==> src/rtl/pll_lock_sequencer.sv <==
// PLL reset/lock sequencer, clocked from the PLL reference clock.
// It pulses the PLL reset, then waits for lock with a timeout and bounded retries.
// Lock must then hold steadily before the downstream system reset is released.
// Optional feature macro: PLL_SEQ_LOSS_MON_EN.
//   Defined:   losing lock in RUN restarts the whole sequence.
//   Undefined: RUN ignores lock; only restart or reset_n leaves RUN.
module pll_lock_sequencer #(
    parameter int unsigned RST_CYCLES   = 16,
    parameter int unsigned LOCK_TIMEOUT = 2700000,
    parameter int unsigned LOCK_STABLE  = 27000,
    parameter int unsigned MAX_RETRY    = 3
) (
    input  logic       clk,
    input  logic       reset_n,
    input  logic       pll_lock,
    input  logic       restart,
    output logic       pll_reset,
    output logic       sys_reset_n,
    output logic       ready,
    output logic       fail,
    output logic [3:0] retry_count
);

    localparam int unsigned MaxA      = (RST_CYCLES > LOCK_TIMEOUT) ? RST_CYCLES : LOCK_TIMEOUT;
    localparam int unsigned MaxCycles = (MaxA > LOCK_STABLE) ? MaxA : LOCK_STABLE;
    localparam int unsigned CntW      = $clog2(MaxCycles) + 1;

    localparam logic [CntW-1:0] LoadRst    = CntW'(RST_CYCLES - 1);
    localparam logic [CntW-1:0] LoadTo     = CntW'(LOCK_TIMEOUT - 1);
    localparam logic [CntW-1:0] LoadStable = CntW'(LOCK_STABLE - 1);
    localparam logic [3:0]      MaxRetry   = 4'(MAX_RETRY);

    localparam logic [2:0] StResetPll = 3'd0;
    localparam logic [2:0] StWaitLock = 3'd1;
    localparam logic [2:0] StStable   = 3'd2;
    localparam logic [2:0] StRun      = 3'd3;
    localparam logic [2:0] StFail     = 3'd4;

    logic [1:0]      sync_q;
    logic            lock_s;
    logic [2:0]      state_q, state_d;
    logic [CntW-1:0] cnt_q, cnt_d;
    logic [3:0]      retry_q, retry_d;
    logic            pll_reset_q, sys_reset_n_q, ready_q, fail_q;

    assign lock_s = sync_q[1];

    // Two-flop synchronizer; the only consumer of the raw lock input.
    always_ff @(posedge clk or negedge reset_n) begin
        if (!reset_n) begin
            sync_q <= 2'b00;
        end else begin
            sync_q <= {sync_q[0], pll_lock};
        end
    end

    // Next state: the shared down-counter is reloaded on every state entry.
    always_comb begin
        state_d = state_q;
        cnt_d   = cnt_q;
        retry_d = retry_q;
        if (restart) begin
            state_d = StResetPll;
            cnt_d   = LoadRst;
            retry_d = 4'd0;
        end else begin
            case (state_q)
                StResetPll: begin
                    if (cnt_q == '0) begin
                        state_d = StWaitLock;
                        cnt_d   = LoadTo;
                    end else begin
                        cnt_d = cnt_q - 1'b1;
                    end
                end
                StWaitLock: begin
                    // Lock wins over a simultaneous timeout.
                    if (lock_s) begin
                        state_d = StStable;
                        cnt_d   = LoadStable;
                    end else if (cnt_q == '0) begin
                        if (retry_q == MaxRetry) begin
                            state_d = StFail;
                        end else begin
                            state_d = StResetPll;
                            cnt_d   = LoadRst;
                            retry_d = retry_q + 4'd1;
                        end
                    end else begin
                        cnt_d = cnt_q - 1'b1;
                    end
                end
                StStable: begin
                    // A lock drop is not a failed attempt: full timeout, retries kept.
                    if (!lock_s) begin
                        state_d = StWaitLock;
                        cnt_d   = LoadTo;
                    end else if (cnt_q == '0) begin
                        state_d = StRun;
                        retry_d = 4'd0;
                    end else begin
                        cnt_d = cnt_q - 1'b1;
                    end
                end
                StRun: begin
`ifdef PLL_SEQ_LOSS_MON_EN
                    if (!lock_s) begin
                        state_d = StResetPll;
                        cnt_d   = LoadRst;
                        retry_d = 4'd0;
                    end
`endif
                end
                StFail: begin
                    // Terminal until restart or reset_n.
                end
                default: begin
                    state_d = StResetPll;
                    cnt_d   = LoadRst;
                    retry_d = 4'd0;
                end
            endcase
        end
    end

    // State, counter, retry and Moore outputs decoded from the next state so all change together.
    always_ff @(posedge clk or negedge reset_n) begin
        if (!reset_n) begin
            state_q       <= StResetPll;
            cnt_q         <= LoadRst;
            retry_q       <= 4'd0;
            pll_reset_q   <= 1'b1;
            sys_reset_n_q <= 1'b0;
            ready_q       <= 1'b0;
            fail_q        <= 1'b0;
        end else begin
            state_q       <= state_d;
            cnt_q         <= cnt_d;
            retry_q       <= retry_d;
            pll_reset_q   <= (state_d == StResetPll) || (state_d == StFail);
            sys_reset_n_q <= (state_d == StRun);
            ready_q       <= (state_d == StRun);
            fail_q        <= (state_d == StFail);
        end
    end

    assign pll_reset   = pll_reset_q;
    assign sys_reset_n = sys_reset_n_q;
    assign ready       = ready_q;
    assign fail        = fail_q;
    assign retry_count = retry_q;

endmodule

==> config.mk <==
export PLATFORM = sky130hd
export DESIGN_NAME = pll_lock_sequencer
export DESIGN_NICKNAME = d
export VERILOG_FILES = /design/src/rtl/pll_lock_sequencer.sv
export SDC_FILE = /design/constraint.sdc
export NUM_CORES = 1
export LEC_CHECK = 0
export BUFFER_PORTS_ARGS = -buffer_cell sky130_fd_sc_hd__buf_2
export CORE_MARGIN = 1
export CORE_UTILIZATION = 50
export DETAILED_ROUTE_END_ITERATION = 6
export PLACE_DENSITY_LB_ADDON = 0.2
export SKIP_LAST_GASP = 1
export SYNTH_ARGS = -nofsm -noshare
export SYNTH_HDL_FRONTEND = slang
export SYNTH_SLANG_ARGS = --single-unit
==> constraint.sdc <==
create_clock -name clk -period 2.66 [get_ports clk]
set_input_delay 0.266 -clock clk [delete_from_list [all_inputs] [get_ports clk]]
set_output_delay 0.266 -clock clk [all_outputs]
set_load 0.05 [all_outputs]
## After elaboration in Yosys (flattened, before gate mapping)

Cells that the tools add are included.

| word-level totals | value |
|---|---|
| register bits | 35 |
| bits in latches | 0 |
| memory bits (writable) | 0 |
| ROM bits | 0 |
| word-level logic and storage cells | 56 |
| memories kept | 0 |

| operators by class | value |
|---|---|
| add/sub/neg operators | 2 |
| multiply operators | 0 |
| div/mod/pow operators | 0 |
| order comparisons | 0 |
| equality and inequality tests | 16 |
| shift-type cells | 0 |
| multiplexer cells | 23 |
| bitwise operators | 0 |
| reduce and logical (&&, ||, !) cells | 8 |

Operator list:

| kind | count |
|---|---|
| 23-bit two-way mux | 7 |
| 23-bit case mux with 4 select lines | 1 |
| 4-bit two-way mux | 6 |
| 23-bit logical NOT | 1 |
| 23-bit by 1-bit subtractor with 23-bit output (second input constant) | 1 |
| 3-bit two-way mux | 7 |
| 3-bit inequality test (second input constant) | 5 |
| 3-bit case mux with 4 select lines | 1 |
| 4-bit case mux with 3 select lines | 1 |
| 3-bit by 2-bit == test with 1-bit output (second input constant) | 3 |
| 3-bit == test (second input constant) | 2 |
| 3-bit logical NOT | 2 |
| 6-bit AND reduction | 1 |
| 5-bit inequality test (second input constant) | 1 |
| 4-bit by 1-bit adder with 4-bit output (second input constant) | 1 |
| 4-bit by 2-bit == test with 1-bit output (second input constant) | 1 |
| 2-bit by 1-bit inequality test with 1-bit output (second input constant) | 2 |
| 4-bit inequality test (second input constant) | 1 |
| 3-bit by 1-bit == test with 1-bit output (second input constant) | 1 |
| 3-bit AND reduction | 1 |
| 3-bit OR reduction | 1 |
| 2-bit OR reduction | 1 |
| 1-bit logical OR | 1 |

## Depth between registers and ports, before layout

Gate-level depths: netlist of the first run.

| depth | value |
|---|---|
| word-level depth | 8 |
| depth in mapped cells | 9 |
| mapped depth without buffers | 8 |

## Least setup slack after synthesis of the first run

OpenSTA, ideal clock, no wires.

| timing path | value |
|---|---|
| path kind | register -> register |
| start point | reg retry_q[0] (netlist: retry_count[0]) |
| end point | reg cnt_q[10] |
| setup time | 0.064 ns |
| arrival time | 2.257 ns |
| setup slack | 0.338 ns |
| stages on the path, launching flop included | 9 |
| buffers on the path | 1 |
| cells stage by stage | dfrtp_1 -> ha_1 -> nor3b_1 -> a2bb2oi_1 -> o41ai_2 -> buf_2 -> nand2_1 -> o41ai_1 -> a31o_2 |

| on the way | value |
|---|---|
| word-level cells in the longest chain between the ends | 3 |

Ends and longest elaborated chain:

| item | line | RTL |
|---|---|---|
| start, declared | 43 | `logic [3:0] retry_q, retry_d;` |
| start signal, assigned | 139 | `retry_q <= retry_d;` |
| 4-bit by 2-bit == test with 1-bit output | 82 | `if (retry_q == MaxRetry) begin` |
| 5-bit inequality test (no line) | - |  |
| 3-bit AND reduction (no line) | - |  |
| end signal, assigned | 130 | `cnt_q <= LoadRst;` |
| end signal, assigned | 138 | `cnt_q <= cnt_d;` |
| end, declared | 42 | `logic [CntW-1:0] cnt_q, cnt_d;` |

No other way between the ends.
A chain may end at the register's enable or synchronous reset.

## Worst setup path after layout of the first run

| timing path | value |
|---|---|
| start point | reg cnt_q[0] |
| end point | reg cnt_q[15] |

| on the way | value |
|---|---|
| word-level cells in the longest chain between the ends | 5 |

Ends and longest elaborated chain:

| item | line | RTL |
|---|---|---|
| 23-bit by 1-bit subtractor with 23-bit output / 23-bit logical NOT (equally long branches) | - |  |
| 23-bit two-way mux, on equally long branches | 98, 81 |  |
| 23-bit two-way mux, on equally long branches | 95, 78 |  |
| 23-bit case mux with 4 select lines | 67 | `case (state_q)` |
| 23-bit two-way mux | 62 | `if (restart) begin` |

Parallel ways exist; a longest one is shown, timed or not. The select of a mux whose other input is x is not followed.

==> out/metrics.yaml, run 1 <==
outcome: "complete, no violations"
syn_area_um2: 2370
n_antenna_cell: 0
start_util: 0.533
grt_pass1_vias: 2122
rows: 24
worst-path-max-fanout: 7
synth_edf_count: 0
ys_dominant_reg_cell: "dfrtp_1"
hold_viol_final: 0
ys_seq_elements: 35
synth-async-reset-ratio: 1.00
coreArea_um2: 4440
cts.sinks: 35
fmax_mhz: 412
drive_above_1_share: 0.197
relSlewSlack: 0.474
finalSetupViolations: 0
grt_max_degree: 36
vias: 2336
drt_iter0_drc: 261
synth_nets: 284
ir_worst_vdd_mv: 0.249
rsz0062_at_grt: "no"
post-route-util: 0.601
cts_buffers: 5
final.setup_skew_ns: 0.00629
maxCapViolCount: 0
antenna_found_initial: 0
post_cts_buffers: 0
design.die.area_um2: 5010
routed_wl_mm: 6.66
synth.largest_area_cell: "dfrtp_1"
hold-worst-slack_ns: 0.0431
setup_tns_ns: 0
worst_slack_ns: 0.231
viasPerCell: 6.54
leakage_uw: 0.00117
critPathRequiredTime_ns: 2.90
min_path_type: "in2async"
gr-usage-all-layers: 0.280
cts_root_buf: "clkbuf_8"
synthCells: 277
ys_seq_area_frac: 0.373
tightest_slew_ns: 0.790
fin_crit_sh: 0.913
wire_per_inst_um: 18.7
dr.pass1.iters: 6
area_growth_pct: 12.9
cp_data_arrival_time_ns: 2.67
path_clk_slew_ns: 0.07
timing.final.max_slew_violations: 0
yosysUniqueCellTypes: 60
place_ws_ns: 0.173
clockBufferDepth: 2
clkLatencyLatePin_ns: 0.30
worstSetupEndpointType: "register"
gp_congestion: 0.949
synth_area_per_cell_um2: 8.55
drc: 0
hpwlAfterDp_mm: 4.75
fin_crit_ns: 2.43
yosysWarnings: 0
grt_pass1_wl_mm: 10.9
port_buffers: 11
nNetsFinal: 311
htree_levels: 2
cp-start-kind: "register"
synth_top_area_frac: 0.317
synth_area_leaders: "dfrtp_1 (32%), dfstp_2 (5.5%), a21oi_1 (5.3%)"
io_pins: 12
powerDensity_nw_per_um2: 374
die_h_um: 70.8
ant_nets: 0
cts_tree: "yes"
dp.cells: 349
path_class: "reg2reg"
dieWidth_um: 70.8
final_cells: 357
grt.overflow.total: 0
-- placed cells by master, fill, tap and decap left out, types with 3 or more instances in the layout --
cell type,count
nor2_1,30
dfrtp_1,30
nand2_1,28
a21oi_1,25
o21ai_0,22
buf_4,20
nand3_1,11
buf_2,11
inv_1,8
nor3_1,8
a31oi_1,5
o2bb2ai_1,5
clkbuf_8,5
dfstp_2,5
nor4b_1,4
or4_1,4
nand3b_1,4
a32o_1,4
a22o_1,4
nor3_2,3
nand4_1,3
nand2b_1,3
nor3b_1,3
or3_1,3
a31o_2,3
xnor2_1,3
o22ai_1,3
ha_1,3
-- power by group --
group | internal (uW) | switching, uW | total, uW
Combinational | 19.0 | 42.2 | 61.2
Sequential | 541 | 8.76 | 550
Clock | 184 | 205 | 389
-- per-layer routing --
metal / GRT usage / routed length (um) / vias to the layer above / part of all wire
li1: - / - / 1108 / -
met1: 0.434 / 3140 / 1105 / 0.47
met2: 0.401 / 2880 / 112 / 0.43
met3: 0.0470 / 548 / 11 / 0.082
met4: 0.0778 / 93 / 0 / 0.014
met5: 0 / 0 / - / 0
-- what timing repair did --
item | 4_1_cts | 5_1_grt
hold buffers | 0 | 0
setup endpoints to repair | 0 | 4
gates resized for setup | 0 | 1
-- registers in the layout (all words and copies together) (netlist names) --
signal,count
cnt_q,23
fail,1
pll_reset,1
ready,1
retry_count,4
state_q,3
sync_q,2
-- metrics by stage --
step           area [um2]  power [uW]
2_1_floorplan        2370         591
3_3_place_gp         2590         620
3_5_place_dp         2590         620
4_1_cts              2670        1000
5_1_grt              2670        1030
6_report             2670        1000
-- kinds of logic (layout without fill, tap and decap cells) --
group / after synthesis / after routing / share of synthesized area
AO/OA/AOI/OAI: 94 / 94 / 0.270
flip-flops: 35 / 35 / 0.373
XOR/XNOR: 5 / 5 / 0.0185
AND/OR/NAND/NOR: 121 / 121 / 0.291
buffers and inverters: 19 / 47 / 0.0328
adder cells (fa/ha/maj): 3 / 3 / 0.0159
-- cell type report --
cell class,count,area (um2)
flip-flops and latches,35,882
inverters,8,30.0
repair buffers,31,205
clock inverters,1,5.00
clock buffers,7,76.3
fillers,407,1770
well taps,52,65.1
multi-input cells,223,1410
-- critical path, cell delays in order (launching register included) --
cell and delay, ns:
dfstp_2 0.57, inv_1 0.06, ha_1 0.20, nor4b_1 0.15
nand4_1 0.10, buf_4 0.14, o31a_1 0.29, nand2_1 0.22
nor2_1 0.41, a32o_1 0.24
-- cells in the mapped netlist (4+ instances only) --
cell type and n:
a21oi_1 25, a22o_1 4, a31oi_1 5, a32o_1 4, clkbuf_1 8, dfrtp_1 30, dfstp_2 5, inv_1 8
nand2_1 28, nand3_1 11, nand3b_1 4, nor2_1 30, nor3_1 8, nor4b_1 4, o21ai_0 22, o2bb2ai_1 5
or4_1 4
-- worst paths after layout --
| kind | start | end | slack [ns] | cells past startpoint |
|---|---|---|---|---|
| hold / removal | reset_n | sync_q[1] | 0.04 | 1 |
| setup / recovery | cnt_q[0] | cnt_q[15] | 0.23 | 9 |
| min in group clk | pll_lock | sync_q[0] | 0.07 | 1 |
| max in group asynchronous | reset_n | cnt_q[7] | 2.12 | 1 |
| setup reg to reg | cnt_q[0] | cnt_q[15] | 0.23 | 9 |
| hold reg to reg | sync_q[0] | sync_q[1] | 0.36 | 0 |
No activity file was read; power rests on OpenSTA's default activity.
==> run 2, diff against run 1 <==
--- a/config.mk
+++ b/config.mk
@@ -8,6 +8,7 @@
 export BUFFER_PORTS_ARGS = -buffer_cell sky130_fd_sc_hd__buf_2
 export CORE_MARGIN = 1
 export CORE_UTILIZATION = 50
+export CTS_BUF_LIST = sky130_fd_sc_hd__clkbuf_8
 export DETAILED_ROUTE_END_ITERATION = 6
 export PLACE_DENSITY_LB_ADDON = 0.2
 export SKIP_LAST_GASP = 1
==> out/metrics.yaml, run 2 (synthesis gave the netlist of run 1 again) <==
nNetsFinal: 311  # unchanged
gr-usage-all-layers: 0.280  # unchanged
final.setup_skew_ns: 0.00681  # was 0.00629 ns
io_pins: 12  # unchanged
clockBufferDepth: 2  # unchanged
power_frac_comb: 0.062  # was 0.061
r2r_end: "cnt_q[15]"  # unchanged
hpwlAfterDp_mm: 4.75  # unchanged
p_seq_frac: 0.554  # was 0.550
p_int_uw: 736  # was 744 uW
wire_per_inst_um: 18.7  # about the same
worst-path-max-fanout: 7  # unchanged
largest_reg_flops: 23  # unchanged
clkPwrFrac: 0.384  # was 0.389
area_growth_pct: 12.9  # unchanged
cts.sinks: 35  # unchanged
drc: 0  # unchanged
timing.final.max_slew_violations: 0  # unchanged
path_clk_slew_ns: 0.07  # about the same
grt_util_met3: 0.0470  # unchanged
dpl_cell_area_um2: 2590  # unchanged
gp_congestion: 0.949  # unchanged
rrSetupSlack_ns: 0.22  # was 0.23 ns
n_antenna_cell: 0  # unchanged
fin_crit_sh: 0.917  # was 0.913
port_buffers: 11  # unchanged
htree_levels: 2  # unchanged
finalSetupViolations: 0  # unchanged
maxCapViolCount: 0  # unchanged
cts_tree: "yes"  # unchanged
path_class: "reg2reg"  # unchanged
vias: 2339  # was 2,336
path_delay_family: "simple AND/OR/NAND/NOR gates"  # unchanged
switching_power_uw: 256  # about the same
start_util: 0.533  # unchanged
design.die.area_um2: 5010  # unchanged
sw_frac_of_total: 0.258  # was 0.256
cts_root_buf: "clkbuf_8"  # unchanged
fmax_mhz: 410  # was 412 MHz
rows: 24  # unchanged
worstSetupEndpointType: "register"  # unchanged
viasPerCell: 6.55  # was 6.54
cp-startpoint: "cnt_q[0]"  # unchanged
grt_util_met2: 0.401  # unchanged
tightest_slew_ns: 0.788  # was 0.790 ns
cp.depth: 9  # unchanged
grt.overflow.total: 0  # unchanged
critPathRequiredTime_ns: 2.90  # about the same
crit_buf_inv: 2  # unchanged
rsz0062_at_grt: "no"  # unchanged
dieWidth_um: 70.8  # unchanged
reg2regPathDepth: 9  # unchanged
setup_tns_ns: 0  # unchanged
ant_nets: 0  # unchanged
critPathSlowestCell: "dfstp_2"  # unchanged
min_path_type: "in2async"  # unchanged
drive_above_1_share: 0.197  # unchanged
crit_end: "cnt_q[15]"  # unchanged
busiest_layer: "met1"  # unchanged
grt_max_degree: 36  # unchanged
cpPeakStageDelay_ns: 0.57  # about the same
antenna_found_initial: 0  # unchanged
grt_pass1_wl_mm: 10.9  # unchanged
finalPower_uw: 992  # was 1000 uW
fin_crit_ns: 2.44  # was 2.43 ns
crit_chain: "inv_1 > ha_1 > nor4b_1 > nand4_1 > buf_4 > o31a_1 > nand2_1 > nor2_1 > a32o_1"  # unchanged
leakage_uw: 0.00118  # was 0.00117 uW
cts_buffers: 5  # unchanged
relSlewSlack: 0.475  # was 0.474
grt_pass1_vias: 2122  # unchanged
hold_viol_final: 0  # unchanged
clkLatencyLatePin_ns: 0.30  # about the same
dr.pass1.iters: 4  # was 6
outcome: "complete, no violations"  # unchanged
ir_worst_vdd_mv: 0.249  # about the same
gr-usage-met1: 0.434  # unchanged
top_register: "cnt_q"  # unchanged
routed_wl_mm: 6.66  # about the same
mostFrequentLayoutCells: "nor2_1 (30), dfrtp_1 (30), nand2_1 (28)"  # unchanged
cp-start-kind: "register"  # unchanged
stdcell_area_um2: 2670  # unchanged
die_h_um: 70.8  # unchanged
coreArea_um2: 4440  # unchanged
cp_data_arrival_time_ns: 2.68  # was 2.67 ns
drt_iter0_drc: 258  # was 261
powerDensity_nw_per_um2: 371  # was 374 nW/um2
reg2reg_from: "cnt_q[0]"  # unchanged
run 2: metrics by stage:
stage / setup slack [ns] / util / hold slack [ns] / std cells
after detailed placement: 0.173 / 0.583 / 0.341 / 349
after floorplan: 0.338 / - / -0.0296 / 277
after global placement: 0.197 / 0.583 / 0.333 / 349
final: 0.221 / 0.601 / 0.0424 / 357
after global routing: 0.0916 / 0.601 / 0.0620 / 357
after CTS: 0.152 / 0.601 / 0.0695 / 357
run 2: cell type report:
cell class	instances	area, um2
clock buffers	5	68.8
clock inverters	3	12.5
fillers	407	1770
inverters	8	30.0
multi-input cells	223	1410
flip-flops and latches	35	882
well taps	52	65.1
repair buffers	31	205
run 2: per-layer routing:
metal	part of all wire	vias to the layer above
li1	-	1109
met1	0.47	1113
met2	0.44	109
met3	0.079	8
met4	0.011	0
met5	0	-
run 2: timing repair:
action | in CTS | in global routing
hold endpoints to repair | 0 | 0
setup buffers | 0 | 0
endpoints found under the setup margin | 0 | 4
gates resized for setup | 0 | 1
hold buffers | 0 | 0
run 2: worst reg2reg max path: stages, from the launching register on:
cell and delay (ns):
dfstp_2 0.57, inv_1 0.06, ha_1 0.20, nor4b_1 0.15
nand4_1 0.10, buf_4 0.14, o31a_1 0.30, nand2_1 0.23
nor2_1 0.40, a32o_1 0.24
run 2: worst min path at each step:
stage               from   endpoint  slack [ns]  depth (start not counted)
2_1_floorplan    reset_n  cnt_q[10]       -0.03                          0
3_3_place_gp   sync_q[0]  sync_q[1]        0.33                          0
3_5_place_dp   sync_q[0]  sync_q[1]        0.34                          0
4_1_cts         pll_lock  sync_q[0]        0.07                          1
5_1_grt         pll_lock  sync_q[0]        0.06                          1
6_report         reset_n  sync_q[1]        0.04                          1
run 2: power by group through the flow:
stage                     clock network, uW  logic (uW)  registers (uW)
after global routing                    404        69.4             550
final                                   381        61.2             550
after detailed placement                  0        61.1             559
after CTS                               383        61.4             549
after floorplan                           0        34.7             556
after global placement                    0        60.6             559
